$ cat src/rtl/cs_pkg.sv
// Shared definitions for the cs_window_filter block: default sizes, FSM states
// and a constant-evaluable ceiling log2.
package cs_pkg;

    localparam int DEF_DW = 8;
    localparam int DEF_N  = 9;
    localparam int DEF_SH = 3;

    typedef enum logic {
        FILL = 1'b0,
        RUN  = 1'b1
    } state_t;

    function automatic int clog2(input int v);
        int r;
        int p;
        r = 0;
        p = 1;
        while (p < v) begin
            p = p * 2;
            r = r + 1;
        end
        return r;
    endfunction

endpackage

$ cat src/rtl/cs_approx_sel.sv
// Combinational search for the largest window entry not exceeding the average.
// Equal values are interchangeable, so scan order does not matter.
module cs_approx_sel
    import cs_pkg::*;
#(
    parameter int DW = DEF_DW,
    parameter int N  = DEF_N
) (
    input  logic [DW-1:0]           win [N],
    input  logic [DW+clog2(N)-1:0]  avg,
    output logic [DW-1:0]           xappr
);

    localparam int AW = DW + clog2(N);

    always_comb begin
        xappr = '0;
        for (int i = 0; i < N; i++) begin
            if ((AW'(win[i]) <= avg) && (win[i] > xappr)) begin
                xappr = win[i];
            end
        end
    end

endmodule

$ cat src/rtl/cs_window_filter.sv
// N-deep sliding-window filter: running sum, floor mean, and an approximate
// filter mixing the sum with the largest sample not above the mean.
module cs_window_filter
    import cs_pkg::*;
#(
    parameter int DW = DEF_DW,
    parameter int N  = DEF_N,
    parameter int SH = DEF_SH
) (
    input  logic                      clk,
    input  logic                      reset,
    input  logic                      flush,
    input  logic                      mode,
    input  logic                      in_valid,
    input  logic [DW-1:0]             X,
    output logic                      out_valid,
    output logic [DW+clog2(N)-SH:0]   Y
);

    localparam int SW = DW + clog2(N);
    localparam int OW = DW + clog2(N) + 1 - SH;
    localparam int CW = clog2(N + 1);

    logic [DW-1:0] win_p0 [N];
    logic [SW-1:0] sum_p0;
    logic [CW-1:0] cnt_p0;
    state_t        state_p0;

    logic [DW-1:0] nwin [N];
    logic [SW-1:0] nsum;
    logic [SW-1:0] avg;
    logic [DW-1:0] xappr;
    logic [CW-1:0] cnt_nx;
    state_t        state_nx;
    logic          full_nx;

    logic [OW-1:0] y_p1;
    logic          vld_p1;

    // Sum and N*Xappr are added at SW+1 bits so the shift sees the exact value.
    function automatic logic [OW-1:0] mix_fn(input logic [SW-1:0] s, input logic [DW-1:0] xa);
        logic [SW:0] t;
        t = (SW+1)'(s) + (SW+1)'(N) * (SW+1)'(xa);
        return OW'(t >> SH);
    endfunction

    function automatic logic [OW-1:0] mean_fn(input logic [SW-1:0] a);
        return OW'(a);
    endfunction

    // Stage p0 -> p1: window as it will look after the incoming sample.
    always_comb begin
        nwin[0] = X;
        for (int i = 1; i < N; i++) begin
            nwin[i] = win_p0[i-1];
        end
        nsum = sum_p0 - SW'(win_p0[N-1]) + SW'(X);
        avg  = nsum / SW'(N);
    end

    cs_approx_sel #(
        .DW (DW),
        .N  (N)
    ) u_sel (
        .win   (nwin),
        .avg   (avg),
        .xappr (xappr)
    );

    always_comb begin
        state_nx = state_p0;
        cnt_nx   = cnt_p0;
        full_nx  = 1'b0;
        if (flush) begin
            state_nx = FILL;
            cnt_nx   = '0;
        end else if (in_valid) begin
            case (state_p0)
                FILL: begin
                    cnt_nx = cnt_p0 + CW'(1);
                    if (cnt_p0 == CW'(N - 1)) begin
                        state_nx = RUN;
                        full_nx  = 1'b1;
                    end
                end
                RUN: begin
                    full_nx = 1'b1;
                end
                default: begin
                    state_nx = FILL;
                end
            endcase
        end
    end

    always_ff @(posedge clk or posedge reset) begin
        if (reset) begin
            state_p0 <= FILL;
            cnt_p0   <= '0;
            sum_p0   <= '0;
            for (int i = 0; i < N; i++) begin
                win_p0[i] <= '0;
            end
            y_p1     <= '0;
            vld_p1   <= 1'b0;
        end else begin
            state_p0 <= state_nx;
            cnt_p0   <= cnt_nx;
            vld_p1   <= full_nx;
            if (flush) begin
                sum_p0 <= '0;
                for (int i = 0; i < N; i++) begin
                    win_p0[i] <= '0;
                end
            end else if (in_valid) begin
                sum_p0 <= nsum;
                for (int i = 0; i < N; i++) begin
                    win_p0[i] <= nwin[i];
                end
            end
            if (full_nx) begin
                y_p1 <= mode ? mean_fn(avg) : mix_fn(nsum, xappr);
            end
        end
    end

    assign out_valid = vld_p1;
    assign Y         = y_p1;

endmodule

$ cat config.mk
export PLATFORM = sky130hd
export DESIGN_NAME = cs_window_filter
export DESIGN_NICKNAME = d
export VERILOG_FILES = /design/src/rtl/cs_pkg.sv /design/src/rtl/cs_approx_sel.sv /design/src/rtl/cs_window_filter.sv
export SDC_FILE = /design/constraint.sdc
export NUM_CORES = 1
export LEC_CHECK = 0
export ABC_CLOCK_PERIOD_IN_PS = 41800
export BUFFER_PORTS_ARGS = -buffer_cell sky130_fd_sc_hd__clkbuf_2
export CORE_MARGIN = 2
export CORE_UTILIZATION = 35
export DETAILED_ROUTE_END_ITERATION = 8
export PLACE_DENSITY = 0.62
export SLEW_MARGIN = 20
export SYNTH_ARGS = -nofsm -noshare
export SYNTH_HDL_FRONTEND = slang
export SYNTH_SLANG_ARGS = --single-unit
$ cat constraint.sdc
create_clock -name clk -period 41.8 [get_ports clk]
set_clock_uncertainty 0.2 [all_clocks]
set_input_delay 6.27 -clock clk [delete_from_list [all_inputs] [get_ports clk]]
set_output_delay 6.27 -clock clk [all_outputs]
set_load 0.03 [all_outputs]
==> reports/qor.yml, run 1 <==
status:
  outcome: "completed"
hold_path:
  worst_hold_path.endpoint: "Y[4]"
  holdPathStages: 1
  holdCritPathClass: "reg -> reg"
  min-delay-start: "Y[4]"
cts:
  cts_resized: 0
  cts_setup_buffers: 0
  tritoncts: "yes"
  cts_max_level: 3
  clk_pin_slew_worst_paths_ps: 80
  numCtsBuffers: 9
  cts_sinks: 100
  clockBufferDepth: 2
  postCtsHoldBufs: 0
  cts-root-buf: "clkbuf_16"
  insertion_delay_ps: 370
logic_synthesis:
  synth.top_cell.area_share_pct: 23.1
  synthesis.area_mm2: 0.0109
  synth_warnings: 0
  synth_async_sr_flop_share_pct: 100
  yosys-top-cells-area: "dfrtp_1 (23%), ha_1 (19%), mux2i_1 (10%)"
  synth_cell_types: 92
  yosysSeqAreaShare_pct: 23.1
  ys_ff_latch: 100
  ys.flop_type: "dfrtp_1"
  yosysTopAreaCell: "dfrtp_1"
  syn_nets: 1452
  netlist_top_cells_count: "ha_1 (161), nor2_1 (149), inv_1 (123), mux2i_1 (112), dfrtp_1 (100)"
  synthCells: 1265
  syn-mean-instance-area_um2: 8.58
  synth_edf_count: 0
  synth_most_common_cell: "ha_1"
placement:
  placed_cell_area_mm2: 0.0114
  globalplace.congestion: 0.871
  io_buffer_count: 23
  dpl_worst_slack_ps: 7330
  dp_hpwl_um: 22300
timing:
  max_slew_margin_pct: 32.7
  rsz0062_at_grt: "no"
  drv_slew: 0
  holdWs_ps: 298
  fin_ws_ps: 7330
  period_share_pct: 82.5
  min_period_ps: 34470
  worst_slew_pin_slew_ps: 1000
  fmax_mhz: 29.0
  finalSetupViolations: 0
  tns_ps: 0
  finalHoldViolCount: 0
detailed_routing:
  viasPerCell: 5.55
  wl_um: 29900
  dr.pass1.iters: 5
  post-route-drc-count: 0
  ant_nets: 0
  wl_per_cell_um: 17.9
  drt-initial-drc-count: 618
  via_count: 9250
finish:
  area_delta_synth_final_pct: 7.92
  multi_input_area_mm2: 0.00770
  drive_gt1_share_pct: 7.08
  nFillCells: 3091
  finalNetCount: 1454
  design_area_mm2: 0.0117
  seqCellArea_mm2: 0.00250
  n_antenna_cell: 0
floorplan:
  coreArea_mm2: 0.0306
  die_x_um: 180
  fp.dieH_um: 180
  rows: 64
  start_util_pct: 35.5
  num_io_pins: 24
  dieArea_mm2: 0.0324
setup_path:
  max_stage_delay_ps: 630
  worst_path_most_repeated_cell: "ha_1"
  r2r_cells: 130
  r2r-end: "Y[9]"
  critical_path_arrival_ps: 34530
  startpoint_type: "input port"
  critPathKind: "in -> reg"
  worst_setup_path_end_kind: "register"
  cp.required_ps: 41860
  slowest_stage: "a21oi_2"
  reg2reg_from: "win_p0[4]"
  critPathMaxFanout: 14
  r2r_slack_ps: 13140
global_route:
  grt_pass1_vias: 8969
  grt_usage_pct: 18.6
  grt_overflow: 0
  grt_pass1_wl_um: 48900
  grt_max_degree: 91
  grt_antenna_before_repair: 0
run:
  cap_violations: 0
## registers in the layout (all words and copies together), names as in the netlist
name       flops
nwin          64
out_valid      1
cnt_p0         4
Y             10
win_p0         8
sum_p0        12
state_p0       1
## stage by stage
step	instances	util, %
final	1668	38.3
after global routing	1668	38.3
after CTS	1668	38.3
after detailed placement	1652	37.2
after global placement	1652	37.2
after floorplan	1265	-
## layer usage
layer	up-vias	track usage, %	routed length (um)
met4	0	6.10	809
met2	214	31.1	13900
met5	-	0	0
met3	52	2.51	1100
met1	4446	24.8	14000
li1	4538	-	-
## area by class of cell
| cell class | instances | share of cell area (%) |
|---|---|---|
| Sequential cell | 100 | 21.4 |
| Inverter | 127 | 4.09 |
| Timing Repair Buffer | 32 | 1.60 |
| Clock buffer | 9 | 1.92 |
| Multi-Input combinational cell | 997 | 65.8 |
| Clock inverter | 7 | 0.983 |
| Tap cell | 396 | 4.23 |
## worst max-delay path: cells and delay by family
family / cells / cell delay, ps
buf+inv: 17 / 2630
mux: 4 / 1400
simple gates: 34 / 6280
fa+ha+maj: 16 / 5190
compound gates: 59 / 12280
xor+xnor: 2 / 360
## logic make-up after synthesis
| family | after synthesis | synth area share, % |
|---|---|---|
| flops | 100 | 23.1 |
| xor+xnor | 31 | 2.74 |
| buf+inv | 168 | 6.00 |
| fa+ha+maj | 179 | 21.4 |
| simple gates | 362 | 15.8 |
| compound gates | 302 | 19.4 |
| mux | 123 | 11.6 |
## layout by cell type (no fill, tap or decap), types with 4 or more instances in the layout
| cell | n |
|---|---|
| a211o_1 | 4 |
| a211oi_1 | 8 |
| a21o_1 | 32 |
| a21oi_1 | 68 |
| a2bb2oi_1 | 4 |
| a31oi_1 | 15 |
| and2_1 | 9 |
| and3_1 | 16 |
| and4_1 | 4 |
| buf_4 | 11 |
| clkbuf_16 | 9 |
| clkbuf_2 | 21 |
| dfrtp_1 | 100 |
| fa_1 | 13 |
| ha_1 | 161 |
| inv_1 | 122 |
| maj3_1 | 5 |
| mux2_2 | 10 |
| mux2i_1 | 112 |
| nand2_1 | 61 |
| nand2b_1 | 18 |
| nand3_1 | 40 |
| nand4_1 | 17 |
| nor2_1 | 149 |
| nor2b_1 | 14 |
| nor3_1 | 11 |
| o211ai_1 | 12 |
| o21a_1 | 21 |
| o21ai_0 | 55 |
| o21ai_1 | 12 |
| o311a_1 | 6 |
| o31a_1 | 4 |
| or3_1 | 5 |
| xnor2_1 | 21 |
| xor2_1 | 8 |
## worst max path at each step
stage	from	to	slack [ps]	cells after the start
detailed placement	X[4]	Y[9]	7330	132
floorplan	X[4]	Y[9]	9280	134
global placement	X[4]	Y[9]	8180	130
global route	X[4]	Y[9]	4830	132
CTS	X[4]	Y[9]	7620	131
finish	X[4]	Y[9]	7330	132
Power of run 1 is left out: the tool's default activity adds up to more than one toggle a clock period on the data nets, which glitch-free logic cannot reach.
==> inputs of run 2 (changes only) <==
- ABC_CLOCK_PERIOD_IN_PS: 41800 -> 29000
- PLACE_DENSITY: 0.62 -> 0.63
- clock period: 41.8 -> 29 ns (I/O delays scaled with it)
==> reports/qor.yml, run 2 (synthesized netlist as in run 1, its figures left out) <==
setup_path:
  r2r-end: "Y[9]"
  critPathKind: "in -> reg"
  slowest_stage: "fa_1"
  startpoint_type: "input port"
  critPathMaxFanout: 11  # -3
  path_buf_inv: 15  # -2
  r2r_slack_ps: 5260  # -7880 ps
  critical_path_arrival_ps: 27520  # -7010 ps
  cp.required_ps: 29050  # -12810 ps
  worst_path_most_repeated_cell: "ha_1"
  max_stage_delay_ps: 530  # -100 ps
  worst_setup_path_end_kind: "register"
  r2r_cells: 127  # -2.3%
  reg2reg_from: "win_p0[2]"
  path_delay_family: "compound AO/OA/AOI/OAI gates"
status:
  outcome: "completed"
timing:
  drv_slew: 0  # unchanged
  holdWs_ps: 295  # -2.79 ps
  period_share_pct: 94.7
  worst_slew_pin_slew_ps: 1080  # +84.6 ps
  min_period_ps: 27470
  finalHoldViolCount: 0  # unchanged
  finalSetupViolations: 0  # unchanged
  fmax_mhz: 36.4
  max_slew_margin_pct: 27.7  # -4.9 points
detailed_routing:
  via_count: 9474  # +2.4%
  post-route-drc-count: 0  # unchanged
  viasPerCell: 5.45  # -1.8%
  ant_nets: 0  # unchanged
  dr.pass1.iters: 5  # unchanged
  wl_per_cell_um: 17.5  # -2.2%
  wl_um: 30500  # +2.0%
  drt-initial-drc-count: 611  # -1.1%
floorplan:
  start_util_pct: 35.5  # unchanged
  die_x_um: 180  # unchanged
  fp.dieH_um: 180  # unchanged
  rows: 64  # unchanged
  num_io_pins: 24  # unchanged
  dieArea_mm2: 0.0324  # unchanged
  coreArea_mm2: 0.0306  # unchanged
cts:
  cts-root-buf: "clkbuf_16"
  tritoncts: "yes"
  clk_pin_slew_worst_paths_ps: 70  # about the same
  numCtsBuffers: 9  # unchanged
  clockBufferDepth: 2  # unchanged
  insertion_delay_ps: 370  # about the same
  cts_sinks: 100  # unchanged
  cts_max_level: 3  # unchanged
  postCtsHoldBufs: 0  # unchanged
hold_path:
  worst_hold_path.endpoint: "Y[3]"
  holdCritPathClass: "reg -> reg"
  holdPathStages: 2  # +1
  min-delay-start: "Y[3]"
placement:
  dp_hpwl_um: 22500  # +1.1%
  io_buffer_count: 23  # unchanged
  globalplace.congestion: 0.867  # -0.38%
finish:
  area_delta_synth_final_pct: 15.5
  finalNetCount: 1525  # +4.9%
  n_antenna_cell: 0  # unchanged
  largest_register_ffs: 64  # unchanged
  nFillCells: 3042  # -1.6%
  layout_common_cells: "ha_1 (161), nor2_1 (147), inv_1 (121)"
  drive_gt1_share_pct: 15.9  # +8.8 points
  final_common_cell: "ha_1"
global_route:
  grt_pass1_vias: 9315  # +3.9%
  grt_antenna_before_repair: 0  # unchanged
  grt_pass1_wl_um: 49300  # +0.66%
  grt_overflow: 0  # unchanged
  grt_max_degree: 75  # -18%
  grt_usage_pct: 18.7  # +0.075 points
run:
  cap_violations: 0  # unchanged
## run 2: cell types whose count changed in the layout (fill, tap and decap cells not counted), sizes merged
cell,change
buf,+69
clkinv,-2
o311a,+1
nand2b,+1
inv,+6
bufinv,-3
clkinvlp,-1
## run 2: how the worst max path moves through the flow
| stage | startpoint | end | slack [ps] | cells past startpoint |
|---|---|---|---|---|
| final | X[2] | Y[9] | 1530 | 129 |
| after global routing | X[2] | Y[9] | -90 | 131 |
| after CTS | X[4] | Y[9] | 80 | 128 |
| after detailed placement | X[4] | Y[9] | -620 | 128 |
| after global placement | X[2] | Y[9] | -70 | 128 |
| after floorplan | X[4] | Y[9] | 80 | 135 |
## run 2: layer usage
metal | GRT usage [%] | routed length [um] | vias up
met5 | 0 | 0 | -
met4 | 5.58 | 658 | 0
met3 | 2.16 | 994 | 46
met2 | 32.2 | 14800 | 175
met1 | 24.5 | 14000 | 4559
li1 | - | - | 4694
## run 2: worst reg2reg max path, delay by kind of cell (launching register included)
family,cells,cell delay (ps)
mux,3,860
fa+ha+maj,15,5000
xor+xnor,3,440
compound gates,62,10780
flops,1,430
simple gates,31,4650
buf+inv,13,1270
## run 2: area by class of cell
type | count | area [um^2] | area share [%]
multi-input combinational | 999 | 8050 | 64.3
sequential | 100 | 2500 | 20.0
timing repair buffer | 101 | 703 | 5.61
tap | 396 | 495 | 3.95
inverter | 127 | 482 | 3.84
clock buffer | 9 | 225 | 1.80
clock inverter | 7 | 67.6 | 0.539
## run 2: repair_timing
action                     4_1_cts  5_1_grt
gates resized for setup          3       61
gates cloned                     0        2
setup buffers                    0       24
setup endpoints to repair        6       10
pin swaps                        0       16
## run 2: stage by stage
step | instance area [um^2] | utilization [%] | setup slack [ps] | instances | setup TNS, ps
floorplan | 10900 | - | 81.8 | 1265 | 0
global placement | 11800 | 38.5 | -65.4 | 1697 | -65.4
detailed placement | 11800 | 38.5 | -617 | 1697 | -3070
CTS | 12100 | 39.5 | 75.1 | 1713 | 0
global route | 12500 | 41.0 | -88.1 | 1739 | -241
finish | 12500 | 41.0 | 1530 | 1739 | 0
Power of run 2 is left out for the same reason.
